<file path="config.mk">
export PLATFORM = sky130hd
export DESIGN_NAME = lamp_sequence_monitor
export DESIGN_NICKNAME = d
export VERILOG_FILES = /design/src/rtl/lamp_sequence_monitor.sv
export SDC_FILE = /design/constraint.sdc
export NUM_CORES = 1
export LEC_CHECK = 0
export ABC_CLOCK_PERIOD_IN_PS = 1800
export CORE_AREA = 2 2 54 56
export DETAILED_ROUTE_END_ITERATION = 8
export DIE_AREA = 0 0 56 58
export HOLD_SLACK_MARGIN = 0.12
export PLACE_DENSITY = 0.78
export SKIP_LAST_GASP = 1
export SYNTH_ARGS = -nofsm -noshare
export SYNTH_HDL_FRONTEND = slang
export SYNTH_SLANG_ARGS = --single-unit
</file>
<file path="constraint.sdc">
create_clock -name clk -period 1.8 [get_ports clk]
set_input_delay 0.27 -clock clk [delete_from_list [all_inputs] [get_ports clk]]
set_output_delay 0.27 -clock clk [all_outputs]
set_load 0.01 [all_outputs]
</file>
<file path="src/rtl/lamp_sequence_monitor.sv">
// lamp_sequence_monitor
//   Run-time checker for a cyclic R->G->Y lamp controller. Samples the lamp
//   code on every enabled clock edge and checks three things: the code is
//   one-hot, colour changes follow R->G->Y->R, and each colour persists for
//   MIN_DWELL..MAX_DWELL samples. Faults are sticky until clr_fault.
//
// Ports
//   clk          rising-edge clock (shared with the lamp controller)
//   rst_n        asynchronous active-low reset
//   en           sample enable; 0 holds every register
//   light[0:2]   lamp code: [0]=Red, [1]=Green, [2]=Yellow
//   clr_fault    synchronous clear of the sticky flags (needs en=1)
//   locked       tracking a legal colour
//   cur_color    0=none, 1=R, 2=G, 3=Y
//   illegal_code sticky: sampled code was not one-hot
//   order_err    sticky: colour change was not the legal successor
//   dwell_err    sticky: colour held too briefly or too long
//   fault        OR of the sticky flags
//   cycle_count  legal Y->R transitions, saturating at all-ones
module lamp_sequence_monitor #(
    parameter int MIN_DWELL = 1,
    parameter int MAX_DWELL = 8,
    parameter int CNT_W     = 8
) (
    input  logic             clk,
    input  logic             rst_n,
    input  logic             en,
    input  logic [0:2]       light,
    input  logic             clr_fault,
    output logic             locked,
    output logic [1:0]       cur_color,
    output logic             illegal_code,
    output logic             order_err,
    output logic             dwell_err,
    output logic             fault,
    output logic [CNT_W-1:0] cycle_count
);

    // Dwell counter must hold MAX_DWELL+1 (the saturated "too long" value).
    localparam int            DW   = $clog2(MAX_DWELL + 2);
    localparam logic [DW-1:0] DMIN = DW'(MIN_DWELL);
    localparam logic [DW-1:0] DMAX = DW'(MAX_DWELL);
    localparam logic [DW-1:0] DSAT = DW'(MAX_DWELL + 1);

    typedef enum logic {UNLOCKED, LOCKED} state_t;

    state_t             state, state_nxt;
    logic [1:0]         color_nxt;
    logic [DW-1:0]      dwell, dwell_nxt;
    logic               ill_nxt, ord_nxt, dw_nxt;
    logic [CNT_W-1:0]   cnt_nxt;
    logic [1:0]         code;
    logic [1:0]         succ;

    // One-hot decode; anything else maps to 0 (illegal).
    always_comb begin
        code = 2'd0;
        case (light)
            3'b100:  code = 2'd1;
            3'b010:  code = 2'd2;
            3'b001:  code = 2'd3;
            default: code = 2'd0;
        endcase
    end

    assign succ = (cur_color == 2'd3) ? 2'd1 : cur_color + 2'd1;

    always_ff @(posedge clk or negedge rst_n) begin
        if (!rst_n) begin
            state        <= UNLOCKED;
            cur_color    <= 2'd0;
            dwell        <= '0;
            illegal_code <= 1'b0;
            order_err    <= 1'b0;
            dwell_err    <= 1'b0;
            cycle_count  <= '0;
        end else begin
            state        <= state_nxt;
            cur_color    <= color_nxt;
            dwell        <= dwell_nxt;
            illegal_code <= ill_nxt;
            order_err    <= ord_nxt;
            dwell_err    <= dw_nxt;
            cycle_count  <= cnt_nxt;
        end
    end

    always_comb begin
        state_nxt = state;
        color_nxt = cur_color;
        dwell_nxt = dwell;
        ill_nxt   = illegal_code;
        ord_nxt   = order_err;
        dw_nxt    = dwell_err;
        cnt_nxt   = cycle_count;

        if (en) begin
            // Clear first so that any error detected on this edge wins.
            if (clr_fault) begin
                ill_nxt = 1'b0;
                ord_nxt = 1'b0;
                dw_nxt  = 1'b0;
            end

            if (state == UNLOCKED) begin
                // Lock edge: no order or dwell check, history is unknown.
                if (code != 2'd0) begin
                    state_nxt = LOCKED;
                    color_nxt = code;
                    dwell_nxt = DW'(1);
                end else begin
                    ill_nxt = 1'b1;
                end
            end else begin
                if (code == 2'd0) begin
                    ill_nxt   = 1'b1;
                    state_nxt = UNLOCKED;
                    color_nxt = 2'd0;
                    dwell_nxt = '0;
                end else if (code == cur_color) begin
                    // Flag only on the crossing; counter parks at DSAT.
                    if (dwell == DMAX) begin
                        dwell_nxt = DSAT;
                        dw_nxt    = 1'b1;
                    end else if (dwell < DMAX) begin
                        dwell_nxt = dwell + DW'(1);
                    end
                end else begin
                    if (dwell < DMIN)
                        dw_nxt = 1'b1;
                    if (code != succ)
                        ord_nxt = 1'b1;
                    // Y->R is always the legal successor; dwell errors do not block it.
                    if (cur_color == 2'd3 && code == 2'd1 &&
                        cycle_count != {CNT_W{1'b1}})
                        cnt_nxt = cycle_count + CNT_W'(1);
                    color_nxt = code;
                    dwell_nxt = DW'(1);
                end
            end
        end
    end

    assign locked = (state == LOCKED);
    assign fault  = illegal_code | order_err | dwell_err;

endmodule

</file>
-- Yosys cells after proc, flatten, opt, wreduce, memory -nomap -nowiden
Cells that the tools add are included.
W data, S select, Z words.
- flip-flop bits (word level): 18
- input bits: 7
- output and inout port bits: 15
- add/sub/neg operators: 3
- order comparisons: 2
- equal/unequal tests: 11
- mux-type cells: 30
- bitwise operators: 4
- reductions and logical operators: 8
- operators with widths (kind ; number):
    $mux W4 ; 6
    $mux W1 ; 18
    $mux W2 ; 5
    $add A8 B1 Y8 const B ; 1
    $ne A8 B8 Y1 const B ; 1
    $pmux W2 S3 ; 1
    $reduce_and A3 Y1 ; 2
    $ne A5 B3 Y1 const B ; 1
    $reduce_and A5 Y1 ; 1
    $add A4 B1 Y4 const B ; 1
    $eq A4 B4 Y1 const B ; 1
    $lt A4 B1 Y1 const B ; 1
    $lt A4 B4 Y1 const B ; 1
    $reduce_bool A2 Y1 ; 2
    $eq A3 B1 Y1 const B ; 1
    $eq A3 B2 Y1 const B ; 1
    $eq A3 B3 Y1 const B ; 1
    $ne A3 B3 Y1 const B ; 1
    $add A2 B1 Y2 const B ; 1
    $eq A2 B1 Y1 const B ; 1
    $eq A2 B2 Y1 ; 1
    $eq A2 B2 Y1 const B ; 1
    $logic_and A1 B1 Y1 ; 2
    $logic_not A2 Y1 ; 1
    other kinds (3) ; 5

-- Depth between registers and ports, before layout
Gate-level depths: netlist of the first run.
- word-level depth: 7
- mapped depth: 7
- depth with buffers taken out: 7

-- Worst setup path before layout of the first run
No wires, ideal clock.
- path kind: reg-to-reg
- start point: register cur_color[0]
- end point: register cycle_count[1]
- setup time: 0.125 ns
- arrival time: 1.931 ns
- path slack: -0.256 ns
- stages on the path, launching flop included: 8
- cells stage by stage: dfrtp_1 -> buf_1 -> or3_1 -> nand2_1 -> a211o_1 -> buf_6 -> or3_4 -> mux2_4
- word-level cells in the longest chain between the ends: 4
- RTL lines (element ; RTL line ; text):
    start: declaration ; 31 ; output logic [1:0] cur_color,
    start signal: assignment ; 79 ; cur_color <= color_nxt;
    $eq A2 B2 Y1 ; 134 ; if (cur_color == 2'd3 && code == 2'd1 &&
    $logic_and A1 B1 Y1 (2 in a row) ; 134 ;
    $reduce_and A5 Y1 (no source line) (*) ; -- ;
    end signal: assignment ; 84 ; cycle_count <= cnt_nxt;
    end: declaration ; 36 ; output logic [CNT_W-1:0] cycle_count
Every way passes the cells marked *; elsewhere a longest branch is shown, timed or not.
A chain may end at the register's enable or synchronous reset.

-- Final worst setup path of the first run
- start point: register cur_color[1]
- end point: register cycle_count[4]
The elaborated chain is that of the path after synthesis.

==> impl_metrics.yaml, run 1 <==
synth:
  synth_compound_area_frac: 0.170
  post_synth_num_cell_types: 47
  syn-instance-count: 124
  netlist.top_cell.by_area: "dfrtp_1"
  ys.flop_type: "dfrtp_1"
  synth_edf_count: 0
  post_synthesis_share_of_cell_area_spent_on_full_adders_half_adders_and_majority_gates: 0.0525
  ff_latch_count_synth: 18
  seq_area_frac_synth: 0.378
  syn_avg_cell_area_um2: 9.61
  synth_largest_type_area_fraction: 0.378
  synth_simple_gate_area_share: 0.250
  synth_top_family_by_area: "simple AND/OR/NAND/NOR gates"
  syn-cell-area_um2: 1190
  synth.area.mux_share: 0.0305
  synth-xor-area-share: 0.0735
  synth_async_reset_ratio: 1.00
  postSynthNetCount: 136
  yosys-top-cells-area: "dfrtp_1 38%, ha_1 5.3%, xnor2_1 3.7%"
  ys_warn_count: 0
grt:
  grt_max_degree: 19
  global_route_usage_over_all_layers: 0.219
  grt_pass1_vias: 1164
  antenna_violations_before_repair: 0
  globalRoute.totalOverflow: 0
  grt_first_pass_wirelength_um: 5640
sta:
  fmax_ghz: 0.529
  relSlewSlack: 0.713
  maxSlewViolCount: 0
  report.final.hold_viol_count: 0
  finalWorstSetupSlack_ps: -89.3
  rsz0062_at_grt: "yes"
  finalClockSkew_ps: 3.15
  finalSetupViolations: 8
  timing.hold.ws_ps: 286
  finalCriticalPeriod_ps: 1890
  share_of_the_clock_period_used_by_the_worst_path_after_layout: 1.05
  worst_slew_pin_slew_ps: 429
power:
  power.share.clock: 0.205
  power.switching_fraction: 0.328
  vdd_ir_drop_max_mv: 0.526
  leakagePower_nw: 0.864
  pwr-share-comb: 0.413
  switching_power_mw: 0.410
  power-per-cell-area_nw_per_um2: 678
  power_report.internal_total_mw: 0.839
  p_seq_frac: 0.382
routing:
  routed_wirelength_um: 3400
  first_pass_iters: 4
  route.detailed.wl_per_inst_um: 16.0
  route.antenna.remaining_nets: 0
  viasPerCell: 5.55
  detailroute.via_count: 1182
  drc: 0
  starting_drc_count_in_detailed_routing: 52
die:
  floorplan.die_area_um2: 3250
  die_x_um: 56
  core_area_um2: 2660
  ios: 22
  placementRows: 19
  die_height_um: 58
  initial_util: 0.447
place:
  gpl.final_weighted_congestion: 0.861
  hpwl_um: 2350
  portBuffers: 21
  dp.cells: 202
clocking:
  cts_root_buffer: "clkbuf_4"
  cts_buffers: 3
  clk-insertion-delay-late_ps: 290
  tritoncts: "built"
  clock_tree.buffer_depth: 2
  cts_sinks: 18
  cts-htree-levels: 1
  clkSlewWorstSetupHoldPaths_ps: 110
run_status:
  outcome: "complete, but fails checks"
  violated_checks: "negative setup slack"
worst_setup_path:
  crit_slowest_cell: "or4_4"
  timing.setup.critical_path_class: "reg2reg"
  end_kind: "flip-flop"
  critical-path-max-stage-delay_ps: 490
  required_time_worst_endpoint_ps: 1990
  setup.worst_path.start_class: "flip-flop"
  worstPathMaxFanout: 7
  ordered_list_of_cells_on_the_worst_path: "a21oi_2, a221oi_2, a211o_1, buf_6, or4_4, xnor2_2"
  cp.arrival_ps: 2080
flow_run:
  drv.max_cap_violation_count: 0
cells_and_area:
  num_antenna_cells: 0
  post_route_cells_drive_above_1_share: 0.385
  layout.nets: 195
  layout-area-overhead-vs-synth_pct: 54.7
  fin_cells: 213
min_path:
  min_path_type: "in2async"
## layout make-up
| class | instances | area, µm² |
|---|---|---|
| well taps | 31 | 38.8 |
| repair buffers | 59 | 507 |
| flip-flops and latches | 18 | 453 |
| clock buffers | 4 | 36.3 |
| multi-input cells | 97 | 793 |
| inverters | 4 | 15.0 |
| fillers | 198 | 820 |
## cell families (layout without fill, tap and decap cells)
group | count (synthesis) | after routing
fa+ha+maj | 5 | 5
simple gates | 51 | 51
mux | 3 | 3
buf+inv | 9 | 67
compound gates | 28 | 28
flops | 18 | 18
xor+xnor | 10 | 10
## state kept, by name, summed over array words and instances, names as in the netlist
name / count
cycle_count: 8
dwell: 4
cur_color: 2
dwell_err: 1
illegal_code: 1
locked: 1
order_err: 1
## critical path, delay by kind of cell, from the launching register on
family / cells / cell delay, ps
simple gates: 1 / 490
flops: 1 / 470
compound gates: 3 / 540
buf+inv: 1 / 150
xor+xnor: 1 / 140
## through the flow
step	power, mW	setup slack [ps]	setup TNS [ps]	util	cell area [µm²]
6_report	1.25	-89.3	-299	0.692	1840
5_1_grt	1.32	-143	-902	0.692	1840
4_1_cts	1.19	-80.3	-192	0.668	1780
3_5_place_dp	0.888	-709	-9390	0.614	1640
3_3_place_gp	0.871	-619	-8500	0.614	1640
2_1_floorplan	0.688	-80.4	-293	-	1200
## path summary, 6_finish.rpt
check / start / to / cells past startpoint / slack, ps
setup / recovery: cur_color[1]$_DFFE_PN0P_ / cycle_count[4]$_DFFE_PN0P_ / 6 / -90
hold / removal: rst_n / cycle_count[2]$_DFFE_PN0P_ / 2 / 290
setup reg to reg: cur_color[1]$_DFFE_PN0P_ / cycle_count[4]$_DFFE_PN0P_ / 6 / -90
hold reg to reg: cycle_count[7]$_DFFE_PN0P_ / cycle_count[7]$_DFFE_PN0P_ / 1 / 520
max in group asynchronous: rst_n / cur_color[1]$_DFFE_PN0P_ / 2 / 1290
min in group clk: cycle_count[7]$_DFFE_PN0P_ / cycle_count[7]$_DFFE_PN0P_ / 1 / 520
## metal layers
metal  GRT usage  up-vias  part of all wire
met5           0        -                 0
met4      0.0680        0             0.012
met3      0.0424        6             0.030
met2       0.361       23              0.51
met1       0.295      583              0.44
li1            -      570                 -
## power groups by stage
stage	Combinational, mW	Clock, mW	Sequential [mW]
CTS	0.460	0.257	0.472
detailed placement	0.408	0	0.480
finish	0.516	0.256	0.477
global placement	0.393	0	0.478
global route	0.556	0.281	0.481
floorplan	0.199	0	0.489
## synth_stat cells, types with 2 or more instances
| cell | n |
|---|---|
| or3_1 | 3 |
| nand2_1 | 8 |
| dfrtp_1 | 18 |
| xor2_1 | 5 |
| and2_1 | 2 |
| nor2_1 | 10 |
| nand4_1 | 3 |
| o22a_1 | 2 |
| inv_1 | 4 |
| or3b_1 | 2 |
| ha_1 | 5 |
| buf_6 | 2 |
| or4_1 | 2 |
| nand3_1 | 7 |
| a21oi_1 | 5 |
| o211ai_1 | 3 |
| xnor2_1 | 5 |
| nor2b_1 | 2 |
| o21ai_0 | 4 |
| o21bai_1 | 2 |
| nor3_1 | 3 |
| nand3b_1 | 2 |
## what timing repair did
action / CTS / global route
buffers inserted: 8 / 1
endpoints found under the setup margin: 17 / 17
hold buffers: 0 / 0
resized for setup: 19 / 16
pin swaps: 8 / 11
## placed cells by master, fill, tap and decap left out, types with 2 or more instances in the layout
| master | instances |
|---|---|
| buf_4 | 34 |
| clkdlybuf4s50_1 | 16 |
| clkbuf_4 | 3 |
| nand2_1 | 8 |
| xnor2_1 | 2 |
| nor2_1 | 10 |
| o21bai_1 | 2 |
| a21oi_1 | 4 |
| ha_1 | 4 |
| xor2_1 | 5 |
| or3b_4 | 2 |
| and2_1 | 2 |
| nand3b_1 | 2 |
| dfrtp_1 | 16 |
| inv_1 | 3 |
| dlygate4sd2_1 | 2 |
| or3_1 | 3 |
| nand4_1 | 3 |
| buf_6 | 4 |
| dfrtp_2 | 2 |
| nand3_1 | 7 |
| o21ai_0 | 3 |
| o22a_1 | 2 |
| xnor2_2 | 3 |
| o211ai_1 | 3 |
| nor3_1 | 2 |
| or4_4 | 2 |
Note: power is estimated with default switching activity, not from simulation.
==> run 2: changes to the inputs <==
- CORE_AREA: 2 2 54 56 -> 2 2 57 59
- CTS_CLUSTER_DIAMETER: default -> 60
- DIE_AREA: 0 0 56 58 -> 0 0 59 61
- PLACE_DENSITY: 0.78 -> 0.71
==> run 2 against run 1 <==
  * The flow still finishes with violations (negative setup slack)
  * Clock skew is 7.5 ps higher
  * Utilization is 5.4 points lower
  * Largest power group unchanged
  * Final cell count is 2.8% higher
  * Count of clock-buffer cells in the layout stayed put
  * Total power is 3.8% higher
  * Clock power is 4% higher
  * Global-route usage is 1.6 points lower
  * Wire length is 3.5% higher
  * Die area is 11% higher
  * Largest cell class unchanged
  * Worst hold slack worse by 13 ps
  * Sequential power hardly changed
  * Sequential share of layout area is 0.54 points lower
==> impl_metrics.yaml, run 2 (synthesis results as in run 1) <==
run_status:
  outcome: "complete, but fails checks"
  violated_checks: "negative setup slack"
sta:
  relSlewSlack: 0.610
  share_of_the_clock_period_used_by_the_worst_path_after_layout: 1.04
  fmax_ghz: 0.532
  worst_slew_pin_slew_ps: 578
  finalClockSkew_ps: 10.7
  maxSlewViolCount: 0
  report.final.hold_viol_count: 0
  timing.hold.ws_ps: 273
  finalCriticalPeriod_ps: 1880
  finalWorstSetupSlack_ps: -80.1
  rsz0062_at_grt: "yes"
  finalSetupViolations: 7
  fin_tns_setup_ps: -311
worst_setup_path:
  timing.setup.critical_path_class: "reg2reg"
  crit_slowest_cell: "dfrtp_2"
  r2r_start: "cur_color[0]$_DFFE_PN0P_"
  worst-r2r-setup-slack_ps: -80
  ordered_list_of_cells_on_the_worst_path: "or3b_4, a211oi_4, o21ai_2, or3b_1, o2bb2ai_1"
  required_time_worst_endpoint_ps: 2040
  setup.worst_path.start_class: "flip-flop"
  worstPathMaxFanout: 8
  critical_path_launch_point: "cur_color[0]$_DFFE_PN0P_"
  end_kind: "flip-flop"
  critical-path-max-stage-delay_ps: 480
  cp.arrival_ps: 2120
die:
  placementRows: 20
  core_area_um2: 2950
  floorplan.die_area_um2: 3600
  die_height_um: 61
  ios: 22
  initial_util: 0.403
  die_x_um: 59
clocking:
  clkSlewWorstSetupHoldPaths_ps: 120
  cts-htree-levels: 1
  tritoncts: "built"
  cts_root_buffer: "clkbuf_4"
  clock_tree.buffer_depth: 2
  cts_buffers: 3
  clk-insertion-delay-late_ps: 310
  cts_sinks: 18
  postCtsHoldBufs: 0
place:
  dp_worst_setup_slack_ps: -700
  dpl-instance-area_um2: 1650
  hpwl_um: 2350
  gpl.final_weighted_congestion: 0.842
  portBuffers: 21
cells_and_area:
  layout.nets: 199
  num_antenna_cells: 0
  post_route_cells_drive_above_1_share: 0.409
  post-route-cell-area_um2: 1880
  footprint_of_the_multi_input_gates_um2: 797
  final_core_util: 0.638
  layout-area-overhead-vs-synth_pct: 58.2
  layout.cells.most_common: "buf_4"
  fillers: 228
  number_of_flip_flops_in_the_largest_register: 8
  most-common-layout-cells: "39 x buf_4, 16 x dfrtp_1, 16 x clkdlybuf4s50_1"
  seqCellArea_um2: 453
  layout_top_registers: "cycle_count (8), dwell (4), cur_color (2)"
  regMostFlops: "cycle_count"
routing:
  route.detailed.wl_per_inst_um: 16.1
  routed_wirelength_um: 3520
  detailroute.via_count: 1194
  drc: 0
  route.antenna.remaining_nets: 0
  viasPerCell: 5.45
  starting_drc_count_in_detailed_routing: 44
  first_pass_iters: 4
grt:
  antenna_violations_before_repair: 0
  grt_max_degree: 19
  grt_pass1_vias: 1264
  globalRoute.totalOverflow: 0
  global_route_usage_over_all_layers: 0.203
  grt_first_pass_wirelength_um: 5530
power:
  power.switching_fraction: 0.330
  pwr-share-comb: 0.428
  power-per-cell-area_nw_per_um2: 688
  vdd_ir_drop_max_mv: 0.421
  power.share.clock: 0.205
  leakagePower_nw: 0.869
  power_report.internal_total_mw: 0.869
  switching_power_mw: 0.428
  p_seq_frac: 0.367
min_path:
  min_path_type: "in2async"
flow_run:
  drv.max_cap_violation_count: 0
## run 2: final timing paths
check                                        endpoint  cells after the start
max                              dwell[2]$_DFFE_PN0P_                      5
min                        cycle_count[3]$_DFFE_PN0P_                      2
max reg2reg                      dwell[2]$_DFFE_PN0P_                      5
min reg2reg                cycle_count[7]$_DFFE_PN0P_                      1
max in group asynchronous    cur_color[0]$_DFFE_PN0P_                      2
min in group clk                order_err$_DFFE_PN0P_                      4
## run 2: what timing repair did
item / 4_1_cts / 5_1_grt
buffers inserted: 7 / 4
resized for setup: 21 / 14
pin swaps: 5 / 8
cloned: 0 / 0
setup endpoints to repair: 18 / 16
## run 2: stage by stage
step,power [mW],cells
floorplan,0.688,124
global placement,0.887,206
detailed placement,0.903,206
CTS,1.25,217
global route,1.35,219
finish,1.30,219
## run 2: layout make-up
type,instances,share of cell area
Clock buffer,4,0.0193
Inverter,4,0.00797
Multi-Input combinational cell,97,0.423
Sequential cell,18,0.240
Tap cell,33,0.0219
Timing Repair Buffer,63,0.288
## run 2: worst max-delay path: cells and delay by family, from the launching register on
kind	cells	cell delay, ps
DFF	1	480
and+or+nand+nor	2	770
AOI/OAI and AO/OA	3	560
## run 2: power by group through the flow
stage | clock, mW | sequential (mW) | combinational, mW
final | 0.266 | 0.476 | 0.555
after global routing | 0.279 | 0.480 | 0.596
after CTS | 0.269 | 0.474 | 0.507
after detailed placement | 0 | 0.481 | 0.421
after global placement | 0 | 0.479 | 0.409
after floorplan | 0 | 0.489 | 0.199
## run 2: metal layers
layer	GRT usage	vias to the layer above	share of wire
met5	0	-	0
met4	0.0844	0	0.014
met3	0.0448	8	0.029
met2	0.346	27	0.49
met1	0.249	580	0.47
li1	-	579	-
==> run 3: changes to the inputs <==
- GPL_TIMING_DRIVEN: default -> 0
==> run 3 against run 2 <==
  * The flow still finishes with violations (negative setup slack)
  * Utilization is 6.9 points lower
  * Sequential cell count stayed put
  * Maximum frequency is 2.8% lower
  * Setup slack worse by 55 ps
  * Via count is 10% lower
  * Count of clock-buffer cells in the layout stayed put
  * Worst hold slack better by 140 ps
  * Critical path type unchanged
  * Critical endpoint is now cycle_count[1]$_DFFE_PN0P_
==> impl_metrics.yaml, run 3 (synthesis results as in run 1) <==
sta:
  finalCriticalPeriod_ps: 1940
  worst_slew_pin_slew_ps: 822
  share_of_the_clock_period_used_by_the_worst_path_after_layout: 1.08
  rsz0062_at_grt: "yes"
  finalClockSkew_ps: 22.2
  fmax_ghz: 0.517
  maxSlewViolCount: 0
  report.final.hold_viol_count: 0
  relSlewSlack: 0.450
  timing.hold.ws_ps: 415
  finalSetupViolations: 9
  finalWorstSetupSlack_ps: -135
  fin_tns_setup_ps: -666
worst_setup_path:
  regToRegEndpoint: "cycle_count[1]$_DFFE_PN0P_"
  cp_top_family: "flip-flops"
  worst-r2r-setup-slack_ps: -140
  worstPathMaxFanout: 8
  r2r_start: "cur_color[1]$_DFFE_PN0P_"
  critical-path-max-stage-delay_ps: 500
  timing.setup.critical_path_class: "reg2reg"
  ordered_list_of_cells_on_the_worst_path: "a21oi_2, a221oi_2, a211o_1, buf_6, or3_4, mux2_4"
  end_kind: "flip-flop"
  required_time_worst_endpoint_ps: 1990
  path_depth: 6
  setup.worst_path.start_class: "flip-flop"
  cp.arrival_ps: 2120
  crit_slowest_cell: "dfrtp_2"
  rr_worst_depth: 6
  timing.critical_path.buf_inv: 1
cells_and_area:
  most-common-layout-cells: "19 x buf_4, 17 x dfrtp_1, 17 x clkdlybuf4s50_1"
  layout_top_registers: "cycle_count (8), dwell (4), cur_color (2)"
  fin_cells: 199
  layout-area-overhead-vs-synth_pct: 41.2
  post_route_cells_drive_above_1_share: 0.277
  fillers: 263
  number_of_flip_flops_in_the_largest_register: 8
  layout.cells.most_common: "buf_4"
  num_antenna_cells: 0
  layout.nets: 179
  regMostFlops: "cycle_count"
  final_core_util: 0.569
grt:
  grt_max_degree: 19
  global_route_usage_over_all_layers: 0.179
  grt_first_pass_wirelength_um: 4930
  antenna_violations_before_repair: 0
  grt_pass1_vias: 1064
  globalRoute.totalOverflow: 0
routing:
  first_pass_iters: 4
  starting_drc_count_in_detailed_routing: 21
  viasPerCell: 5.40
  detailroute.via_count: 1074
  route.detailed.wl_per_inst_um: 14.5
  route.antenna.remaining_nets: 0
  routed_wirelength_um: 2890
  drc: 0
flow_run:
  drv.max_cap_violation_count: 0
run_status:
  outcome: "complete, but fails checks"
  violated_checks: "negative setup slack"
die:
  core_area_um2: 2950
  initial_util: 0.403
  ios: 22
  floorplan.die_area_um2: 3600
  placementRows: 20
  die_x_um: 59
  die_height_um: 61
min_path:
  min_path_type: "in2async"
clocking:
  clk-insertion-delay-late_ps: 310
  tritoncts: "built"
  clock_tree.buffer_depth: 2
  postCtsHoldBufs: 0
  cts-htree-levels: 1
  clkSlewWorstSetupHoldPaths_ps: 120
  cts_root_buffer: "clkbuf_4"
  cts_sinks: 18
  cts_buffers: 3
place:
  portBuffers: 21
  gpl.final_weighted_congestion: 0.807
  hpwl_um: 1990
  dp.cells: 178
power:
  leakagePower_nw: 0.757
  power.total_mw: 1.19
  power.share.clock: 0.217
  power_report.internal_total_mw: 0.805
  switching_power_mw: 0.383
  power-per-cell-area_nw_per_um2: 706
  p_seq_frac: 0.403
  pwr-share-comb: 0.380
  power.switching_fraction: 0.322
  vdd_ir_drop_max_mv: 0.491
-- run 3: power by group through the flow --
stage	Clock, mW	Combinational, mW	Sequential, mW
final	0.257	0.451	0.479
after global routing	0.283	0.488	0.485
after floorplan	0	0.199	0.489
after CTS	0.264	0.428	0.476
after global placement	0	0.328	0.484
after detailed placement	0	0.338	0.487
-- run 3: stage by stage --
stage               setup slack (ps)  area [µm²]
floorplan                      -80.4        1200
global placement                -657        1450
detailed placement              -701        1450
CTS                             -139        1640
global route                    -158        1680
finish                          -135        1680
-- run 3: worst max-delay path by stage --
stage | start | endpoint | slack, ps
after global placement | light[2] | cycle_count[1]$_DFFE_PN0P_ | -660
final | cur_color[1]$_DFFE_PN0P_ | cycle_count[1]$_DFFE_PN0P_ | -140
after detailed placement | light[2] | cur_color[0]$_DFFE_PN0P_ | -700
after floorplan | cur_color[0]$_DFFE_PN0P_ | cycle_count[1]$_DFFE_PN0P_ | -80
after CTS | cur_color[0]$_DFFE_PN0P_ | dwell[2]$_DFFE_PN0P_ | -140
after global routing | cycle_count[0]$_DFFE_PN0P_ | cycle_count[5]$_DFFE_PN0P_ | -160
-- run 3: layout make-up --
class / instances / area, µm² / area share
multi-input cells: 97 / 753 / 0.448
flip-flops and latches: 18 / 452 / 0.269
repair buffers: 38 / 333 / 0.198
plain buffers: 5 / 48.8 / 0.0290
well taps: 33 / 41.3 / 0.0246
clock buffers: 4 / 36.3 / 0.0216
inverters: 4 / 17.5 / 0.0104
-- run 3: metal layers --
layer  up-vias  part of all wire  GRT usage  wire, µm
li1        538                 -          -         -
met1       524              0.46      0.244      1340
met2         9              0.51      0.298      1460
met3         3             0.025     0.0448        71
met4         0            0.0048     0.0195        14
met5         -                 0          0         0
-- run 3: worst register-to-register path, cell delays in order (launching register included) --
cell	delay, ps
dfrtp_2	500
a21oi_2	150
a221oi_2	70
a211o_1	280
buf_6	130
or3_4	370
mux2_4	300
-- run 3: timing repair --
action	in CTS	in global routing
pin swaps	10	4
setup buffers	14	3
resized for setup	20	3
setup endpoints to repair	16	13
cloned	0	0
